$ cat config.mk
export PLATFORM = sky130hd
export DESIGN_NAME = pb_axi_err_responder
export DESIGN_NICKNAME = d
export VERILOG_FILES = /design/src/rtl/pb_axi_err_responder.sv
export SDC_FILE = /design/constraint.sdc
export NUM_CORES = 1
export LEC_CHECK = 0
export CAP_MARGIN = 10
export CORE_MARGIN = 5
export CORE_UTILIZATION = 35
export DETAILED_ROUTE_END_ITERATION = 16
export GPL_TIMING_DRIVEN = 0
export PLACE_DENSITY_LB_ADDON = 0.3
export SYNTH_ARGS = -nofsm -noshare
export SYNTH_HDL_FRONTEND = slang
export SYNTH_SLANG_ARGS = --single-unit
$ cat constraint.sdc
create_clock -name clk_i -period 3.25 [get_ports clk_i]
set_clock_uncertainty 0.2 [all_clocks]
set_input_delay 0.325 -clock clk_i [delete_from_list [all_inputs] [get_ports clk_i]]
set_output_delay 0.325 -clock clk_i [all_outputs]
set_load 0.05 [all_outputs]
$ cat src/rtl/pb_axi_err_responder.sv
// AXI4 error subordinate: completes every write and read burst with RespCode.
// Write and read paths are independent, each with its own in-order request queue.
module pb_axi_err_responder #(
  parameter int unsigned IdWidth   = 4,
  parameter int unsigned DataWidth = 64,
  parameter int unsigned MaxTxns   = 4,
  parameter logic [1:0]  RespCode  = 2'b11,
  parameter logic [31:0] RespData  = 32'hBADCAB1E
) (
  input  logic                 clk_i,
  input  logic                 rst_ni,
  input  logic                 aw_valid_i,
  output logic                 aw_ready_o,
  input  logic [IdWidth-1:0]   aw_id_i,
  input  logic                 w_valid_i,
  output logic                 w_ready_o,
  input  logic                 w_last_i,
  output logic                 b_valid_o,
  input  logic                 b_ready_i,
  output logic [IdWidth-1:0]   b_id_o,
  output logic [1:0]           b_resp_o,
  input  logic                 ar_valid_i,
  output logic                 ar_ready_o,
  input  logic [IdWidth-1:0]   ar_id_i,
  input  logic [7:0]           ar_len_i,
  output logic                 r_valid_o,
  input  logic                 r_ready_i,
  output logic [IdWidth-1:0]   r_id_o,
  output logic [DataWidth-1:0] r_data_o,
  output logic [1:0]           r_resp_o,
  output logic                 r_last_o
);

  localparam int unsigned PtrW = (MaxTxns > 1) ? $clog2(MaxTxns) : 1;
  localparam int unsigned CntW = $clog2(MaxTxns + 1);
  localparam logic [PtrW-1:0] LastPtr = PtrW'(MaxTxns - 1);
  localparam logic [CntW-1:0] FullCnt = CntW'(MaxTxns);

  typedef enum logic [1:0] {
    W_IDLE,
    W_DRAIN,
    W_RESP
  } w_state_e;

  typedef enum logic {
    R_IDLE,
    R_SEND
  } r_state_e;

  // Explicit wrap keeps the pointers correct for any depth, including 1
  function automatic logic [PtrW-1:0] ptr_inc(input logic [PtrW-1:0] p);
    return (p == LastPtr) ? '0 : p + PtrW'(1);
  endfunction

  // ---------------- AW-ID queue ----------------
  logic [IdWidth-1:0] aw_q_id [MaxTxns];
  logic [PtrW-1:0]    aw_wr_ptr, aw_rd_ptr;
  logic [CntW-1:0]    aw_cnt;
  logic               aw_full, aw_empty, aw_push, aw_pop;

  assign aw_full    = (aw_cnt == FullCnt);
  assign aw_empty   = (aw_cnt == '0);
  assign aw_ready_o = !aw_full;
  assign aw_push    = aw_valid_i && !aw_full;

  always_ff @(posedge clk_i or negedge rst_ni) begin
    if (!rst_ni) begin
      aw_wr_ptr <= '0;
      aw_rd_ptr <= '0;
      aw_cnt    <= '0;
    end else begin
      if (aw_push) aw_wr_ptr <= ptr_inc(aw_wr_ptr);
      if (aw_pop)  aw_rd_ptr <= ptr_inc(aw_rd_ptr);
      case ({aw_push, aw_pop})
        2'b10:   aw_cnt <= aw_cnt + CntW'(1);
        2'b01:   aw_cnt <= aw_cnt - CntW'(1);
        default: aw_cnt <= aw_cnt;
      endcase
    end
  end

  always_ff @(posedge clk_i) begin
    if (aw_push) aw_q_id[aw_wr_ptr] <= aw_id_i;
  end

  // ---------------- AR-ID/len queue ----------------
  logic [IdWidth-1:0] ar_q_id  [MaxTxns];
  logic [7:0]         ar_q_len [MaxTxns];
  logic [PtrW-1:0]    ar_wr_ptr, ar_rd_ptr;
  logic [CntW-1:0]    ar_cnt;
  logic               ar_full, ar_empty, ar_push, ar_pop;

  assign ar_full    = (ar_cnt == FullCnt);
  assign ar_empty   = (ar_cnt == '0);
  assign ar_ready_o = !ar_full;
  assign ar_push    = ar_valid_i && !ar_full;

  always_ff @(posedge clk_i or negedge rst_ni) begin
    if (!rst_ni) begin
      ar_wr_ptr <= '0;
      ar_rd_ptr <= '0;
      ar_cnt    <= '0;
    end else begin
      if (ar_push) ar_wr_ptr <= ptr_inc(ar_wr_ptr);
      if (ar_pop)  ar_rd_ptr <= ptr_inc(ar_rd_ptr);
      case ({ar_push, ar_pop})
        2'b10:   ar_cnt <= ar_cnt + CntW'(1);
        2'b01:   ar_cnt <= ar_cnt - CntW'(1);
        default: ar_cnt <= ar_cnt;
      endcase
    end
  end

  always_ff @(posedge clk_i) begin
    if (ar_push) begin
      ar_q_id[ar_wr_ptr]  <= ar_id_i;
      ar_q_len[ar_wr_ptr] <= ar_len_i;
    end
  end

  // ---------------- Write FSM ----------------
  w_state_e w_state_q, w_state_d;

  always_ff @(posedge clk_i or negedge rst_ni) begin
    if (!rst_ni) w_state_q <= W_IDLE;
    else         w_state_q <= w_state_d;
  end

  always_comb begin
    w_state_d = w_state_q;
    w_ready_o = 1'b0;
    b_valid_o = 1'b0;
    aw_pop    = 1'b0;
    case (w_state_q)
      W_IDLE: begin
        if (!aw_empty) w_state_d = W_DRAIN;
      end
      W_DRAIN: begin
        w_ready_o = 1'b1;
        if (w_valid_i && w_last_i) w_state_d = W_RESP;
      end
      W_RESP: begin
        b_valid_o = 1'b1;
        if (b_ready_i) begin
          aw_pop    = 1'b1;
          w_state_d = W_IDLE;
        end
      end
      default: w_state_d = W_IDLE;
    endcase
  end

  // Queue head only moves on pop, so the B payload is stable while stalled
  assign b_id_o   = aw_q_id[aw_rd_ptr];
  assign b_resp_o = RespCode;

  // ---------------- Read FSM ----------------
  r_state_e   r_state_q, r_state_d;
  logic [7:0] beat_cnt_q, beat_cnt_d;

  always_ff @(posedge clk_i or negedge rst_ni) begin
    if (!rst_ni) begin
      r_state_q  <= R_IDLE;
      beat_cnt_q <= '0;
    end else begin
      r_state_q  <= r_state_d;
      beat_cnt_q <= beat_cnt_d;
    end
  end

  always_comb begin
    r_state_d  = r_state_q;
    beat_cnt_d = beat_cnt_q;
    r_valid_o  = 1'b0;
    r_last_o   = 1'b0;
    ar_pop     = 1'b0;
    case (r_state_q)
      R_IDLE: begin
        if (!ar_empty) begin
          beat_cnt_d = ar_q_len[ar_rd_ptr];
          r_state_d  = R_SEND;
        end
      end
      R_SEND: begin
        r_valid_o = 1'b1;
        r_last_o  = (beat_cnt_q == '0);
        if (r_ready_i) begin
          if (beat_cnt_q == '0) begin
            ar_pop    = 1'b1;
            r_state_d = R_IDLE;
          end else begin
            beat_cnt_d = beat_cnt_q - 8'd1;
          end
        end
      end
      default: r_state_d = R_IDLE;
    endcase
  end

  assign r_id_o   = ar_q_id[ar_rd_ptr];
  assign r_data_o = {(DataWidth / 32){RespData}};
  assign r_resp_o = RespCode;

endmodule
==> qor.csv <==
stage;metric;value;unit
outcome;outcome;finished, final reports clean;
flow_run;max_cap_viol_count;0;
cts;worstSkewPairLatency;0.33;ns
timing;tns;0;ns
layout;fin_util;44.5;%
global_route;grt_antenna_before_repair;0;
drt;drc;0;
synth;async_flop_share;28.1;%
timing;setup_ws;0.370;ns
floorplanning;core;12500;um2
synth;yosysWarnings;0;
place;place_ws;0.652;ns
timing;rsz0062_at_grt;false;
worst_setup_path;cp-start-kind;flop;
layout;fillCellCount;1133;
power_and_ir_drop;p_leak;2.31;nW
worst_setup_path;cp.arrival;2.35;ns
floorplanning;num_io_pins;106;
drt;dr.pass1.iters;5;
cts;cts_buffers;9;
global_route;grt_pass1_vias;2423;
floorplanning;rows;41;
drt;drt-initial-drc-count;52;
floorplanning;die_y;122;um
timing;period_needed;2.88;ns
timing;max_slew_margin;55.9;%
worst_hold_path;holdPathEnd;w_state_q[0];
worst_setup_path;cp-end-kind;output port;
drt;routedWlPerCell;12.7;um
synth;ys_ff_latch;89;
synth;synth-seq-area-share;57.9;%
layout;nets;456;
cts;htreeDepth;3;
worst_setup_path;cp.required;2.72;ns
worst_setup_path;worstPathMaxFanout;10;
global_route;grt.overflow.total;0;
synth;ys_types;50;
cts;clk_pin_slew;0.06;ns
layout;multiInputGateArea;1480;um2
global_route;track_usage;10.3;%
synth;syn_inst;302;
cts;cts-root-buf;clkbuf_16;
floorplanning;design.die.area;14900;um2
place;hpwl;5.61;mm
synth;netlist_area;4400;um2
drt;via_count;2456;
place;port_buffers;37;
power_and_ir_drop;power_density;707;nW/um2
timing;setup_viol;0;
worst_setup_path;worstSetupPathType;flop to output port;
timing;fmax;347;MHz
synth;ys.flop_type;edfxtp_1;
timing;hold_viol;0;
drt;routed_wl;7.55;mm
place;gp_congestion;0.788;
synth;synth_edf_count;64;
floorplanning;dieWidth;122;um
timing;drv_slew;0;
layout;drive_above_1_share;28.9;%
worst_setup_path;timing.rr.end;ar_cnt[1];
drt;viasPerCell;4.13;
worst_hold_path;hold_start;w_state_q[1];
floorplanning;start_util;35.3;%
worst_hold_path;min_delay_path_depth;1;
timing;tightestPinTransition;0.657;ns
global_route;grt_pass1_wl;12.0;mm
worst_setup_path;r2r_start;beat_cnt_q[0];
cts;cts_buffer_depth;2;
synth;syn_area_per_cell;14.6;um2
worst_setup_path;ff2ff_path_depth;9;
cts;clkSinkCount;89;
power_and_ir_drop;vdd_drop_max;0.265;mV
layout;regArea;2550;um2
worst_hold_path;worstHoldPathType;flop to flop;
layout;area_delta_synth_final;26.1;%
global_route;grt_max_degree;26;
drt;postRouteAntennaNets;0;
worst_setup_path;rrSetupSlack;0.68;ns
timing;post-route-period-util;88.6;%
layout;n_antenna_cell;0;
cts;cts_tree;done;
==> through the flow <==
step / total power [W] / instance area, um2 / instances / hold WS (ns)
2_1_floorplan: 0.00259 / 4650 / 368 / -0.171
3_3_place_gp: 0.00285 / 5230 / 577 / 0.232
3_5_place_dp: 0.00291 / 5230 / 577 / 0.236
4_1_cts: 0.00398 / 5540 / 593 / 0.248
5_1_grt: 0.00414 / 5550 / 594 / 0.263
6_report: 0.00392 / 5550 / 594 / 0.246
==> timing repair <==
action                    in CTS  in global routing
buffers inserted               0                  0
hold endpoints to repair       0                 25
gates resized for setup        0                  0
hold buffers                   0                  1
==> registers in the layout, indices dropped and copies added (netlist names), 2 cells and up <==
signal,cells
ar_cnt,3
ar_q_id,16
ar_q_len,32
ar_rd_ptr,2
ar_wr_ptr,2
aw_cnt,3
aw_q_id,16
aw_rd_ptr,2
aw_wr_ptr,2
beat_cnt_q,8
w_state_q,2
==> report_power, final <==
| part | internal (W) | switching (W) | total [W] | leakage (nW) |
|---|---|---|---|---|
| logic | 0.000457 | 0.000735 | 0.00119 | 1.28 |
| clock network | 0.000610 | 0.000445 | 0.00106 | 0.149 |
| registers | 0.00151 | 0.000163 | 0.00167 | 0.880 |
==> area by class of cell <==
| class | instances | area share (%) |
|---|---|---|
| inverter | 16 | 1.08 |
| timing repair buffer | 38 | 6.77 |
| clock buffer | 9 | 4.06 |
| multi-input combinational | 189 | 26.7 |
| tap | 172 | 3.88 |
| buffer | 74 | 9.99 |
| sequential | 89 | 45.9 |
| clock inverter | 7 | 1.56 |
==> worst max path at each step <==
stage / start / cells past startpoint / end / slack (ns)
6_report: ar_rd_ptr[0] / 4 / r_id_o[3] / 0.37
5_1_grt: beat_cnt_q[0] / 5 / r_last_o / 0.28
4_1_cts: ar_rd_ptr[0] / 4 / r_id_o[3] / 0.32
3_5_place_dp: beat_cnt_q[0] / 9 / ar_cnt[1] / 0.65
3_3_place_gp: ar_rd_ptr[0] / 4 / r_id_o[3] / 0.72
2_1_floorplan: r_state_q / 7 / ar_cnt[1] / 0.47
==> critical path, stage by stage (launching register included) <==
cell and delay [ns]:
dfrtp_1 0.36, buf_2 0.21, buf_6 0.20, mux4_2 0.53
clkdlybuf4s50_1 0.72
==> cell families after synthesis <==
| family | count (synthesis) | share of synthesized area [%] |
|---|---|---|
| XOR/XNOR | 6 | 1.20 |
| adder cells (fa/ha/maj) | 15 | 4.61 |
| buffers and inverters | 90 | 14.0 |
| AND/OR/NAND/NOR | 54 | 7.74 |
| multiplexers | 25 | 10.6 |
| flip-flops | 89 | 57.9 |
| other | 2 | 0.171 |
| AO/OA/AOI/OAI | 21 | 3.76 |
==> Yosys cell counts (2+ instances only) <==
master     instances  area (um2)
and3_1             9        56.3
o21ai_1            2        10.0
edfxtp_1          64        1920
o22a_1             3        26.3
nand4b_1           2        17.5
nand3_1            2        10.0
xnor2_1            3        26.3
buf_6              2        22.5
nand2b_1           2        12.5
inv_1             16        60.1
conb_1             2        7.51
mux2_4             2        30.0
o311a_1            2        20.0
nor3_1             2        10.0
nor4_1             2        12.5
buf_4             69         518
nand4_1            2        12.5
dfrtp_1           25         626
o22ai_1            2        12.5
buf_2              2        10.0
and2_1             3        18.8
nand2_1            7        26.3
nor2b_1            3        18.8
nor2_1            11        41.3
xor2_1             3        26.3
mux2_2             6        67.6
ha_1              13         163
mux4_2            16         360
a2bb2oi_1          2        17.5
a21oi_1            2        10.0
fa_1               2        40.0
==> cell usage in the layout, fill, tap and decap left out, types with 3 or more instances in the layout <==
cell type / Yosys / layout
buf_4: 69 / 69
conb_1: 2 / 68
edfxtp_1: 64 / 64
clkdlybuf4s50_1: 0 / 36
dfrtp_1: 25 / 25
inv_1: 16 / 16
mux4_2: 16 / 16
ha_1: 13 / 13
nor2_1: 11 / 11
and3_1: 9 / 9
clkbuf_16: 0 / 9
nand2_1: 7 / 7
mux2_2: 6 / 6
nor2b_1: 3 / 3
buf_2: 2 / 3
and2_1: 3 / 3
o22a_1: 3 / 3
xnor2_1: 3 / 3
xor2_1: 3 / 3
==> metal layers <==
metal	up-vias	GRT usage [%]	share of wire, %
met5	-	0	0
met4	0	3.15	1.1
met3	10	3.53	8.1
met2	76	18.0	50
met1	1178	12.1	41
li1	1192	-	-
Note: power is estimated with default switching activity, not from simulation.
